<file path="src/rtl/range_finder_pkg.sv">
// range_finder_pkg
// Shared definitions for the multi-mode range finder: the controller state
// type and the result-mode encodings that are latched at the start of a run.
package range_finder_pkg;

  typedef enum logic [1:0] {
    IDLE = 2'd0,
    RUN  = 2'd1,
    DONE = 2'd2,
    ERR  = 2'd3
  } state_t;

  localparam logic [1:0] MODE_RANGE = 2'b00;
  localparam logic [1:0] MODE_MAX   = 2'b01;
  localparam logic [1:0] MODE_MIN   = 2'b10;
  localparam logic [1:0] MODE_RSVD  = 2'b11;

endpackage

</file>
<file path="src/rtl/range_finder_multi_minmax.sv">
// range_minmax
// Combinational min/max update for one sample.
// Ports:
//   load     - first sample of a run: both extremes take the sample
//   sample   - incoming unsigned sample
//   cur_min  - running minimum so far
//   cur_max  - running maximum so far
//   next_min - updated minimum
//   next_max - updated maximum
module range_minmax #(
  parameter int WIDTH = 8
) (
  input  logic             load,
  input  logic [WIDTH-1:0] sample,
  input  logic [WIDTH-1:0] cur_min,
  input  logic [WIDTH-1:0] cur_max,
  output logic [WIDTH-1:0] next_min,
  output logic [WIDTH-1:0] next_max
);

  // Seed both extremes on load, otherwise widen them to cover the sample.
  always_comb begin
    next_min = cur_min;
    next_max = cur_max;
    if (load) begin
      next_min = sample;
      next_max = sample;
    end else begin
      if (sample < cur_min) next_min = sample;
      if (sample > cur_max) next_max = sample;
    end
  end

endmodule

</file>
<file path="src/rtl/range_finder_multi.sv">
// range_finder_multi
// Streams unsigned samples between a go pulse and a finish strobe and reports
// range (max-min), max or min according to the mode latched at go, together
// with a saturating sample count.
// Ports:
//   clk, rst_n - rising-edge clock, asynchronous active-low reset
//   data_in    - sample, taken on the go cycle, every RUN cycle and finish cycle
//   go         - start a run (legal when finish=0 and mode!=11, outside RUN)
//   finish     - end a run; its sample is included
//   mode       - 00 range, 01 max, 10 min, 11 reserved (error)
//   result     - selected result while valid, else 0
//   valid      - result and count are final (DONE)
//   busy       - run in progress (RUN)
//   error      - protocol or mode error, sticky until the next legal go
//   count      - samples in the current/last run, saturating at all-ones
//   sat        - count has saturated
module range_finder_multi
  import range_finder_pkg::*;
#(
  parameter int WIDTH = 8,
  parameter int CNT_W = 8
) (
  input  logic             clk,
  input  logic             rst_n,
  input  logic [WIDTH-1:0] data_in,
  input  logic             go,
  input  logic             finish,
  input  logic [1:0]       mode,
  output logic [WIDTH-1:0] result,
  output logic             valid,
  output logic             busy,
  output logic             error,
  output logic [CNT_W-1:0] count,
  output logic             sat
);

  state_t           state_q, state_d;
  logic [WIDTH-1:0] min_q, max_q, min_d, max_d;
  logic [1:0]       mode_q;
  logic [CNT_W-1:0] count_q, count_inc;
  logic             sat_q;
  logic             legal_go;
  logic             load;
  logic             update;

  assign legal_go  = go && !finish && (mode != MODE_RSVD);
  assign count_inc = count_q + CNT_W'(1);

  range_minmax #(
    .WIDTH(WIDTH)
  ) u_minmax (
    .load    (load),
    .sample  (data_in),
    .cur_min (min_q),
    .cur_max (max_q),
    .next_min(min_d),
    .next_max(max_d)
  );

  // Next-state decode. go+finish together is an error everywhere; a legal go
  // outside RUN starts a run; finish alone is only an error from IDLE and is
  // ignored in DONE/ERR. In RUN a stray go is ignored and sampling continues.
  always_comb begin
    state_d = state_q;
    load    = 1'b0;
    update  = 1'b0;
    unique case (state_q)
      RUN: begin
        if (go && finish) begin
          state_d = ERR;
        end else begin
          update = 1'b1;
          if (finish) state_d = DONE;
        end
      end
      default: begin
        if (go && finish) begin
          state_d = ERR;
        end else if (legal_go) begin
          state_d = RUN;
          load    = 1'b1;
        end else if (go) begin
          state_d = ERR;
        end else if (finish && (state_q == IDLE)) begin
          state_d = ERR;
        end
      end
    endcase
  end

  // State, extremes, latched mode and the saturating counter. The count is
  // left untouched on error entry so the last value stays observable.
  always_ff @(posedge clk or negedge rst_n) begin
    if (!rst_n) begin
      state_q <= IDLE;
      min_q   <= '0;
      max_q   <= '0;
      mode_q  <= MODE_RANGE;
      count_q <= '0;
      sat_q   <= 1'b0;
    end else begin
      state_q <= state_d;
      if (load) begin
        min_q   <= min_d;
        max_q   <= max_d;
        mode_q  <= mode;
        count_q <= CNT_W'(1);
        sat_q   <= 1'b0;
      end else if (update) begin
        min_q <= min_d;
        max_q <= max_d;
        if (count_q != '1) begin
          count_q <= count_inc;
          if (count_inc == '1) sat_q <= 1'b1;
        end
      end
    end
  end

  // Result mux; only DONE exposes a non-zero result.
  always_comb begin
    result = '0;
    if (state_q == DONE) begin
      case (mode_q)
        MODE_RANGE: result = max_q - min_q;
        MODE_MAX:   result = max_q;
        MODE_MIN:   result = min_q;
        default:    result = '0;
      endcase
    end
  end

  assign valid = (state_q == DONE);
  assign busy  = (state_q == RUN);
  assign error = (state_q == ERR);
  assign count = count_q;
  assign sat   = sat_q;

endmodule

</file>
<file path="config.mk">
export PLATFORM = sky130hd
export DESIGN_NAME = range_finder_multi
export DESIGN_NICKNAME = d
export VERILOG_FILES = /design/src/rtl/range_finder_pkg.sv /design/src/rtl/range_finder_multi_minmax.sv /design/src/rtl/range_finder_multi.sv
export SDC_FILE = /design/constraint.sdc
export NUM_CORES = 1
export LEC_CHECK = 0
export ABC_AREA = 1
export CORE_UTILIZATION = 59
export CTS_CLUSTER_DIAMETER = 200
export DETAILED_ROUTE_END_ITERATION = 12
export GPL_ROUTABILITY_DRIVEN = 1
export GPL_TIMING_DRIVEN = 0
export HOLD_SLACK_MARGIN = 0.12
export PLACE_DENSITY = 0.91
export SLEW_MARGIN = 20
export SYNTH_ARGS = -nofsm -noshare
export SYNTH_HDL_FRONTEND = slang
export SYNTH_SLANG_ARGS = --single-unit
export TNS_END_PERCENT = 100
</file>
<file path="constraint.sdc">
create_clock -name clk -period 5.61 [get_ports clk]
set_input_delay 1.122 -clock clk [delete_from_list [all_inputs] [get_ports clk]]
set_output_delay 1.122 -clock clk [all_outputs]
set_load 0.02 [all_outputs]
</file>
Word level (Yosys, flattened, before mapping):

Index checks and enable logic that the tools add are counted.

* word-level logic and storage cells: 62
* register bits after elaboration: 29
* output and inout bits: 20

* multiplexer cells: 29
* reduce and logical (&&, ||, !) cells: 14
* add/subtract/negate cells: 2
* equality and inequality tests: 9
* $lt $le $gt $ge: 2

Operators by type and width (count)
* $mux 8: 12
* $pmux 8 s3: 1
* $mux 2: 7
* $mux 1: 9
* $add 8x1->8 const B: 1
* $eq 8x8->1 const B: 1
* $gt 8x8->1: 1
* $lt 8x8->1: 1
* $ne 8x8->1 const B: 1
* $sub 8x8->8: 1
* $eq 2x2->1 const B: 3
* $reduce_bool 2->1: 3
* $reduce_bool 5->1: 1
* $eq 2x1->1 const B: 2
* $logic_and 1x1->1: 4
* $logic_not 2->1: 2
* $reduce_and 2->1: 2
* $ne 3x2->1 const B: 1
* $reduce_and 3->1: 1
* $ne 2x2->1 const B: 1
* $logic_not 1->1: 1

Logic depth before layout (Yosys ltp):

Gate-level depths: netlist of run 1.

* depth after elaboration: 9
* mapped depth: 12

By module:

Synthesis of run 1 repeated with hierarchy kept, for this count alone.

* cells, all modules: 383
* area, all modules: 2625.0 µm²

By module, submodules not included
* range_finder_multi: area each 1974.4 µm², times used 1, cells an instance 262
* range_minmax: area each 650.6 µm², times used 1, cells an instance 121

Worst setup path after synthesis of run 1:

No wires, ideal clock.

* path kind: register -> output
* start point: reg max_q[0]
* end point: out result[4]
* stages on the path, launching flop included: 10
* path slack: 2.734 ns
* path buffers: 0
* data required time: 4.488 ns
* data arrival time: 1.754 ns
* cell sequence: dfrtp_1 -> inv_1 -> ha_1 -> inv_1 -> fa_1 -> nand2_1 -> a21boi_0 -> o21ai_0 -> nand3_1 -> a21oi_1

* longest elaborated chain between the ends: 3

Ends and longest elaborated chain
* start, declared: RTL line range_finder_multi.sv:38 `logic [WIDTH-1:0] min_q, max_q, min_d, max_d;`
* start signal, assigned: RTL line range_finder_multi.sv:105 `max_q <= max_d;`
* start signal, assigned: RTL line range_finder_multi.sv:111 `max_q <= max_d;`
* $sub 8x8->8: RTL line range_finder_multi.sv:125 `MODE_RANGE: result = max_q - min_q;`
* $pmux 8 s3: RTL line range_finder_multi.sv:124 `case (mode_q)`
* $mux 8: RTL line range_finder_multi.sv:123 `if (state_q == DONE) begin`
* end, declared: RTL line range_finder_multi.sv:29 `output logic [WIDTH-1:0] result,`

No other way between the ends.

Worst setup path in the final report of run 1:

Ends and elaborated chain as after synthesis.

==> results of run 1 <==
-- worst register-to-register path, delay by kind of cell, from the launching register on --
family,cells,cell delay (ns)
simple gates,8,0.70
flops,1,0.42
fa+ha+maj,1,0.31
buf+inv,2,0.14
compound gates,1,0.12
-- stage by stage --
stage | std cells | power (uW)
floorplan | 330 | 870.5
global placement | 411 | 1034
detailed placement | 411 | 1065
CTS | 418 | 1247
global route | 418 | 1376
finish | 418 | 1252
-- cells by family after synthesis --
| group | share of synthesized area [%] |
|---|---|
| buffers and inverters | 11.03 |
| adders and majority gates | 14.32 |
| AOI/OAI and AO/OA | 11.63 |
| xor gates and xnor gates | 0.7536 |
| DFF | 31.22 |
| and+or+nand+nor | 31.05 |
-- path summary, 6_finish.rpt --
path                             endpoint      from  depth (start not counted)
worst min register to register   min_q[6]  min_q[6]                          2
worst max-delay path            result[4]  max_q[0]                         10
worst min-delay path             min_q[6]  min_q[6]                          2
max in group asynchronous       mode_q[0]     rst_n                          1
worst max register to register   max_q[1]  max_q[1]                         12
min in group asynchronous        max_q[6]     rst_n                          1
-- power by group through the flow --
stage          clock (uW)  sequential [uW]  combinational [uW]
3_5_place_dp            0              339                 727
3_3_place_gp            0              335                 700
5_1_grt               192              343                 842
6_report              177              336                 738
2_1_floorplan           0              337                 534
4_1_cts               180              334                 733
-- metal layers --
layer  vias up  track usage [%]
met3        11            4.577
met5         -                0
met1      1028            35.95
met2        78            47.53
li1       1151                -
met4         0            11.39
-- sequential cells by signal, summed over array words and instances, names as in the netlist --
signal / count
min_q: 8
max_q: 8
state_q: 2
count: 8
mode_q: 2
sat: 1
-- cells in the final DEF, fill, tap and decap left out, types with 8 or more instances in the layout --
| master | synthesis | routed |
|---|---|---|
| a21oi_1 | 14 | 14 |
| nand2_1 | 96 | 96 |
| ha_1 | 25 | 25 |
| clkdlybuf4s50_1 | 0 | 32 |
| nand3_1 | 32 | 32 |
| inv_1 | 58 | 58 |
| nand4_1 | 8 | 8 |
| o22ai_1 | 11 | 11 |
| dfrtp_1 | 29 | 29 |
| nor2_1 | 15 | 15 |
| o21ai_0 | 8 | 8 |
-- area by class of cell --
| class | count | area [sq um] | area share, % |
|---|---|---|---|
| tap | 48 | 60.06 | 2.148 |
| multi-input combinational | 236 | 1343 | 48.01 |
| timing repair buffer | 33 | 325.3 | 11.63 |
| inverter | 61 | 229.0 | 8.188 |
| clock buffer | 7 | 86.33 | 3.087 |
| buffer | 4 | 27.53 | 0.9843 |
| sequential | 29 | 725.7 | 25.95 |
==> impl_results.md, run 1 <==
* Synth Instances at 330
* First-pass GRT wire length at just over 9000 microns
* Clock skew at about 0.0073 ns
* Die width at roughly 65 microns
* Final hold violations at 0
* Clock network power share at 14.2%
* Top Layer Used: met4
* Critical path's slowest cell: clkdlybuf4s50_1
* Period minus WS final at approximately 3.8 ns
* Worst Tran Pin Value at 0.6373 ns
* Max_cap viols at 0
* Met2 WL at ~2600 microns
* Port Buffer Count at 33
* Synth top area share at 31.22%
* Area contributors post-synth: dfrtp_1 31%, nand2_1 16%, ha_1 13%, inv_1 9.4%, nand3_1 6.9%
* Number of synthesized flops with an enable pin at 0
* CP Capture Type: output port
* GRT Overall Usage at 28.30%
* DIE AREA at 0.004195 sq mm
* Hold Buf Count CTS at 0
* H-tree depth at 2
* Core area at around 0.0037 sq mm
* Antenna cells at 0
* Synth cell count leaders: 96 x nand2_1, 58 x inv_1, 32 x nand3_1
* Area after DPL at 0.002710 sq mm
* Post-Route Setup TNS at 0 ns
* Global route overflow at 0
* Final nets at 410
* Synth Flop Type: dfrtp_1
* Post-route cell area at 0.002796 sq mm
* Combinational power share at 59.0%
* Fin Hold WS at 0.5135 ns
* RSZ-0062 raised after global routing: false
* Pre-CTS setup slack at 2.189 ns
* Initial Util at 62.56%
* Kind of critical path: reg2out
* TritonCTS Buffers at 5
* Status: complete, no violations
* Synth Cell Area at 0.002325 sq mm
* Dpl hpwl at 4112 microns
* Fmax at between 200 and 300 MHz
* Vias per cell at 5.426
* Critical path, cell by cell: inv_1 -> ha_1 -> inv_1 -> fa_1 -> nand2_1 -> a21boi_0 -> o21ai_0 -> nand3_1 -> a21oi_1 -> clkdlybuf4s50_1
* Reg2reg setup slack at 3.86 ns
* Sequential-to-total area share from yosys stat at between 30% and 40%
* Total Wirelength at 5366 microns
* Hold WC Path Type: reg2reg
* IO Pins at 34
* Yosys warns at 0
* CP max FO at 3
* Max VDD drop at 0.2823 mV
* First drt pass iteration count at 4
* Largest stage delay on the critical path at just over 0.6 ns
* Cell with the most instances after synthesis: nand2_1
* Via count at 2268
* Clock latency on the worst-skew pair at 0.29 ns
* Met3 WL at 330 microns
* Crit-path leading delay family: buffers and inverters
* CTS clk-pin slew, worst paths at 0.06 ns
* Crit path DAT at around 2.7 ns
* Post-synth ARST share at 100.0%
* Flops & latches, synth at 29
* FILL cells at roughly 270
* LEAKAGE at 0.001465 uW
* Layout Utilization at 75.25%
* Worst relative slew slack at 57.52%
* Placer Congestion at approximately 0.91
* CTS tree: done
* M1 WL at 2366 microns
* Avg Cell Area, Syn at 7.045 sq um
* Req. time, crit path at 4.49 ns
* Post-CTS Repair Setup Buffers at 0
* Pin count of the biggest net entering global routing at 30
* Final Max Slew Viols at 0
* WP buf/inv at 3
* Vias in the first global route at 2080
* Number of DRC markers in iteration 0 at ~200
* Rows at 22
* Period utilization at 67.19%
* Area Growth Syn to Fin at 20.29%
* Final setup fails at 0
* DRC at 0
* Cell variety after synth at 32
* CTS max path bufs at 2
* Pwr dens at 447.6 mW/mm^2
* Worst setup SP type: register
* Sw power at 583.1 uW
* Setup slack after layout at between 1.5 and 2 ns
* Sequential Power Share at 26.9%
* CTS sink cnt at 29
* Clock root buffer: clkbuf_8
* Area leader, netlist: dfrtp_1
* CTS resizes at 0
* Antenna-violating nets left at 0
* Switch share at 46.59%
* Crit-path most repeated cell: inv_1
* WL/cell at 12.84 microns
* Int Power at between 600 and 700 uW
* Initial antenna violation count at 0
* Layout cells sized above 1 at 7.297%
* Die height at 64.77 microns
* Post-synth net total at 370
Power figures use the tool's default switching activity.
==> run 2, diff against run 1 <==
CORE_UTILIZATION = 50   (was 59)
PLACE_DENSITY = 0.82   (was 0.91)
clock period = 3.2 ns   (was 5.61 ns; I/O delays follow)
==> impl_results.md, run 2 (synthesized netlist as in run 1, its figures left out) <==
* Rows at 24
* CTS clk-pin slew, worst paths at about 0.070 ns
* Vias in the first global route at approximately 2200
* CP Capture Type: output port
* Worst Tran Pin Value at 0.6265 ns
* Die width at approximately 70 microns
* Setup slack after layout at 0.2079 ns
* Vias per cell at around 5.3
* Final setup fails at 0
* Crit path DAT at about 2.4 ns
* Reg-to-Reg Start: count[1]
* Antenna cells at 0
* R2r endpoint: count[0]
* Initial antenna violation count at 0
* Period minus WS final at approximately 3 ns
* Area Growth Syn to Fin at 21.15%
* Crit-path leading delay family: buffers and inverters
* Critical path, cell by cell: inv_1 -> ha_1 -> inv_1 -> fa_1 -> nand2_1 -> o221ai_1 -> nand2_1 -> inv_1 -> clkdlybuf4s50_1
* Placer Congestion at 0.8765
* H-tree depth at 2
* Worst relative slew slack at between 50% and 60%
* WP buf/inv at 4
* First-pass GRT wire length at roughly 9700 microns
* Largest stage delay on the critical path at between 0.5 and 0.6 ns
* CP max FO at 3
* Antenna-violating nets left at 0
* WL/cell at 12.92 microns
* Hold WC Path Type: in2async
* Reg2reg setup slack at 1.40 ns
* Layout cells sized above 1 at 7.817%
* Post-Route Setup TNS at 0 ns
* Max VDD drop at 0.4198 mV
* Die height at 70.19 microns
* Final hold violations at 0
* Total Wirelength at 5467 microns
* Via count at 2249
* DRC at 0
* First drt pass iteration count at 4
* Number of DRC markers in iteration 0 at 59
* Total chip power at 2216 uW
* Final nets at between 400 and 500
* Final Max Slew Viols at 0
* FILL cells at 402
* Top Layer Used: met4
* GRT Overall Usage at between 20% and 30%
* Clock skew at 0.008911 ns
* Period utilization at 93.50%
* LEAKAGE at about 0.0015 uW
* Crit-path most repeated cell: inv_1
* RSZ-0062 raised after global routing: false
* CTS sink cnt at 29
* Core area at 0.004414 sq mm
* Pwr dens at 786.9 mW/mm^2
* Clock root buffer: clkbuf_8
* CTS max path bufs at 2
* M1 WL at 2460 microns
* Kind of critical path: reg2out
* Dpl hpwl at 4349 microns
* Initial Util at a little over half
* Worst setup SP type: register
* CTS tree: done
* Status: complete, no violations
* Clock latency on the worst-skew pair at between 0.2 and 0.3 ns
* Global route overflow at 0
* DIE AREA at 0.004926 sq mm
* Critical path's slowest cell: clkdlybuf4s50_1
* Fmax at 334.2 MHz
* Met2 WL at 2670 microns
* Met3 WL at 221 microns
* R2R cell count at 8
* Port Buffer Count at 33
* IO Pins at 34
* Commonest non-fill, non-tap cell in the layout: nand2_1
* TritonCTS Buffers at 5
* Pre-CTS setup slack at 0.2635 ns
* Req. time, crit path at 2.56 ns
* Most frequent cells in the layout: 96 x nand2_1, 58 x inv_1, 32 x nand3_1
* Pin count of the biggest net entering global routing at 30
* Max_cap viols at 0
[run 2: per-layer routing]
metal  vias up  track usage, %
li1       1154               -
met1      1033           31.73
met2        49           41.77
met3        13           3.608
met4         0           9.556
met5         -               0
[run 2: through the flow]
step           hold WS (ns)  instance area, sq um  std cells  utilization (%)
6_report             0.3650                  2816        423            63.80
5_1_grt              0.4423                  2816        423            63.80
4_1_cts              0.3991                  2814        423            63.75
3_5_place_dp         0.4919                  2715        415            61.51
3_3_place_gp         0.4856                  2720        415            61.62
2_1_floorplan        0.3444                  2325        330                -
[run 2: report_power, final]
| group | switching (uW) | internal (uW) |
|---|---|---|
| logic | 772 | 517 |
| registers | 106 | 483 |
| clock network | 144 | 194 |
[run 2: how the worst max path moves through the flow]
stage                  start         to  slack [ns]  cells after the start
global route        min_q[5]  result[7]        0.03                     10
CTS                 max_q[0]  result[2]        0.06                      8
detailed placement  max_q[0]  result[4]        0.26                     10
global placement    max_q[0]  result[4]        0.30                     10
floorplan           max_q[0]  result[4]        0.81                      9
finish              max_q[0]  result[1]        0.21                      9
[run 2: area by class of cell]
cell class / count / area [sq um] / share of cell area, %
buffer: 4 / 27.53 / 0.9773
clock buffer: 7 / 96.34 / 3.421
clock inverter: 1 / 5.005 / 0.1777
inverter: 61 / 229.0 / 8.130
multi-input combinational: 236 / 1343 / 47.67
sequential: 29 / 725.7 / 25.77
tap: 52 / 65.06 / 2.310
timing repair buffer: 33 / 325.3 / 11.55
[run 2: worst reg2reg max path, cell delays in order, from the launching register on]
cell and delay (ns):
dfrtp_1 0.44, ha_1 0.27, nand3_1 0.16, nor2_1 0.15
nand3_1 0.10, nand2_2 0.18, nand2_1 0.20, nand2_1 0.10
o21ai_0 0.09
[run 2: what timing repair did]
| action | 4_1_cts | 5_1_grt |
|---|---|---|
| buffers inserted | 0 | 0 |
| hold endpoints to repair | 0 | 0 |
| hold buffers | 0 | 0 |
| cloned | 0 | 0 |
| gates resized for setup | 2 | 1 |
| setup endpoints to repair | 2 | 1 |
==> run 3, diff against run 2 <==
==> constraint.sdc (replaced) <==
create_clock -name clk -period 3.2 [get_ports clk]
set_input_delay 0.64 -clock clk [delete_from_list [all_inputs] [get_ports clk]]
set_output_delay 0.64 -clock clk [all_outputs]
set_load 0.005 [all_outputs]
==> impl_results.md, run 3 (synthesized netlist as in run 1, its figures left out) <==
* Antenna-violating nets left at 0
* Area after DPL at 0.002715 sq mm
* Post-Route Setup TNS at 0 ns
* First drt pass iteration count at 4
* H-tree depth at 2
* Total Wirelength at approximately 5500 microns
* Req. time, crit path at 2.56 ns
* R2r endpoint: count[0]
* Hold WC Path Type: in2async
* Fmax at 332.1 MHz
* R2R cell count at 8
* Kind of critical path: reg2out
* Worst Tran Pin Value at 0.6277 ns
* WL/cell at 12.97 microns
* Final Max Slew Viols at 0
* Hold Buf Count CTS at 0
* Dpl hpwl at ~4300 microns
* Max VDD drop at 0.4180 mV
* IO Pins at 34
* Max_cap viols at 0
* Clock root buffer: clkbuf_8
* Pwr dens at 772.0 mW/mm^2
* Die width at 70.19 microns
* CTS clk-pin slew, worst paths at approximately 0.070 ns
* Pin count of the biggest net entering global routing at 30
* CTS sink cnt at 29
* Commonest non-fill, non-tap cell in the layout: nand2_1
* TritonCTS Buffers at 5
* Core area at 0.004414 sq mm
* DRC at 0
* GRT Overall Usage at 24.65%
* Period minus WS final at roughly 3 ns
* Met3 Resource Use GR at approximately 3.8%
* CTS max path bufs at 2
* Vias per cell at about 5.3
* Fin Hold WS at approximately 0.37 ns
* Placer Congestion at a little under 0.9
* First-pass GRT wire length at 9660 microns
* Crit path DAT at 2.37 ns
* Initial Util at 52.66%
* Clock skew at 0.008843 ns
* Status: complete, no violations
* CP Capture Type: output port
* Met1 usage at a little under a third
* Global route overflow at 0
* Area Growth Syn to Fin at 21.37%
* GRT Max-Usage Layer: met2
* Worst setup SP type: register
* Vias in the first global route at between 2000 and 2500
* Period utilization at between 90% and 100%
* Layout cells sized above 1 at around 8.4%
* CTS tree: done
* Antenna cells at 0
* Via count at 2237
* M2 GR Usage at about two fifths
* Most frequent cells in the layout: 96 x nand2_1, 57 x inv_1, 32 x nand3_1
* Final setup fails at 0
* Final nets at 410
* Worst relative slew slack at about three fifths
* Post-CTS Repair Setup Buffers at 0
* DIE AREA at 0.004926 sq mm
* Rows at 24
* LEAKAGE at between 0.001 and 0.0015 uW
* Reg2reg setup slack at about 1.4 ns
* CTS resizes at 0
* RSZ-0062 raised after global routing: false
* Final hold violations at 0
* Clock latency on the worst-skew pair at 0.29 ns
* Number of DRC markers in iteration 0 at 66
* Port Buffer Count at 33
* Reg-to-Reg Start: count[1]
* CP max FO at 3
* Post-route cell area at 0.002821 sq mm
* Initial antenna violation count at 0
* Die height at 70.19 microns
[run 3: changes by cell type in the layout (fill, tap and decap cells not counted), sizes merged]
cell and change:
clkdlybuf4s50 +2, dlygate4sd2 -2
[run 3: final cells by class]
cell class,instances,area [sq um]
fillers,406,1593
multi-input cells,236,1345
flip-flops and latches,29,725.7
repair buffers,33,327.8
inverters,61,229.0
clock buffers,7,96.34
well taps,52,65.06
plain buffers,4,27.53
clock inverters,1,5.005
[run 3: worst max path at each step]
stage                 to     start  slack [ns]
6_report       result[4]  max_q[0]        0.19
5_1_grt        result[4]  max_q[0]        0.02
4_1_cts        result[4]  max_q[0]        0.05
3_5_place_dp   result[4]  max_q[0]        0.37
3_3_place_gp   result[4]  max_q[0]        0.41
2_1_floorplan  result[4]  max_q[0]        1.02
[run 3: layer usage]
layer / up-vias / part of all wire [%] / wire length [microns]
met1: 1019 / 45 / 2456
met3: 13 / 4.3 / 236
met5: - / 0 / 0
li1: 1153 / - / -
met4: 0 / 2.2 / 121
met2: 52 / 49 / 2671
[run 3: per-stage QoR]
step	utilization [%]	setup WS (ns)	power, uW	std cells
after floorplan	-	1.016	1479	330
after global placement	61.62	0.4053	1772	415
after detailed placement	61.51	0.3669	1837	415
after CTS	63.80	0.04722	2181	423
after global routing	63.92	0.01981	2417	423
final	63.92	0.1887	2178	423
[run 3: critical path, stage by stage, from the launching register on]
cell and delay, ns:
dfrtp_1 0.41, inv_2 0.08, ha_1 0.13, inv_1 0.05, fa_2 0.35, nand2_1 0.09
a21boi_0 0.11, o21ai_1 0.13, nand3_1 0.08, a21oi_1 0.15, clkdlybuf4s50_1 0.51
[run 3: report_power, final]
group          switching (uW)  internal (uW)  total [uW]  leakage (uW)
clock network             144            194         338     0.0000542
logic                     726            523        1250       0.00107
registers                 108            483         591      0.000364
total                     978           1200        2180       0.00149
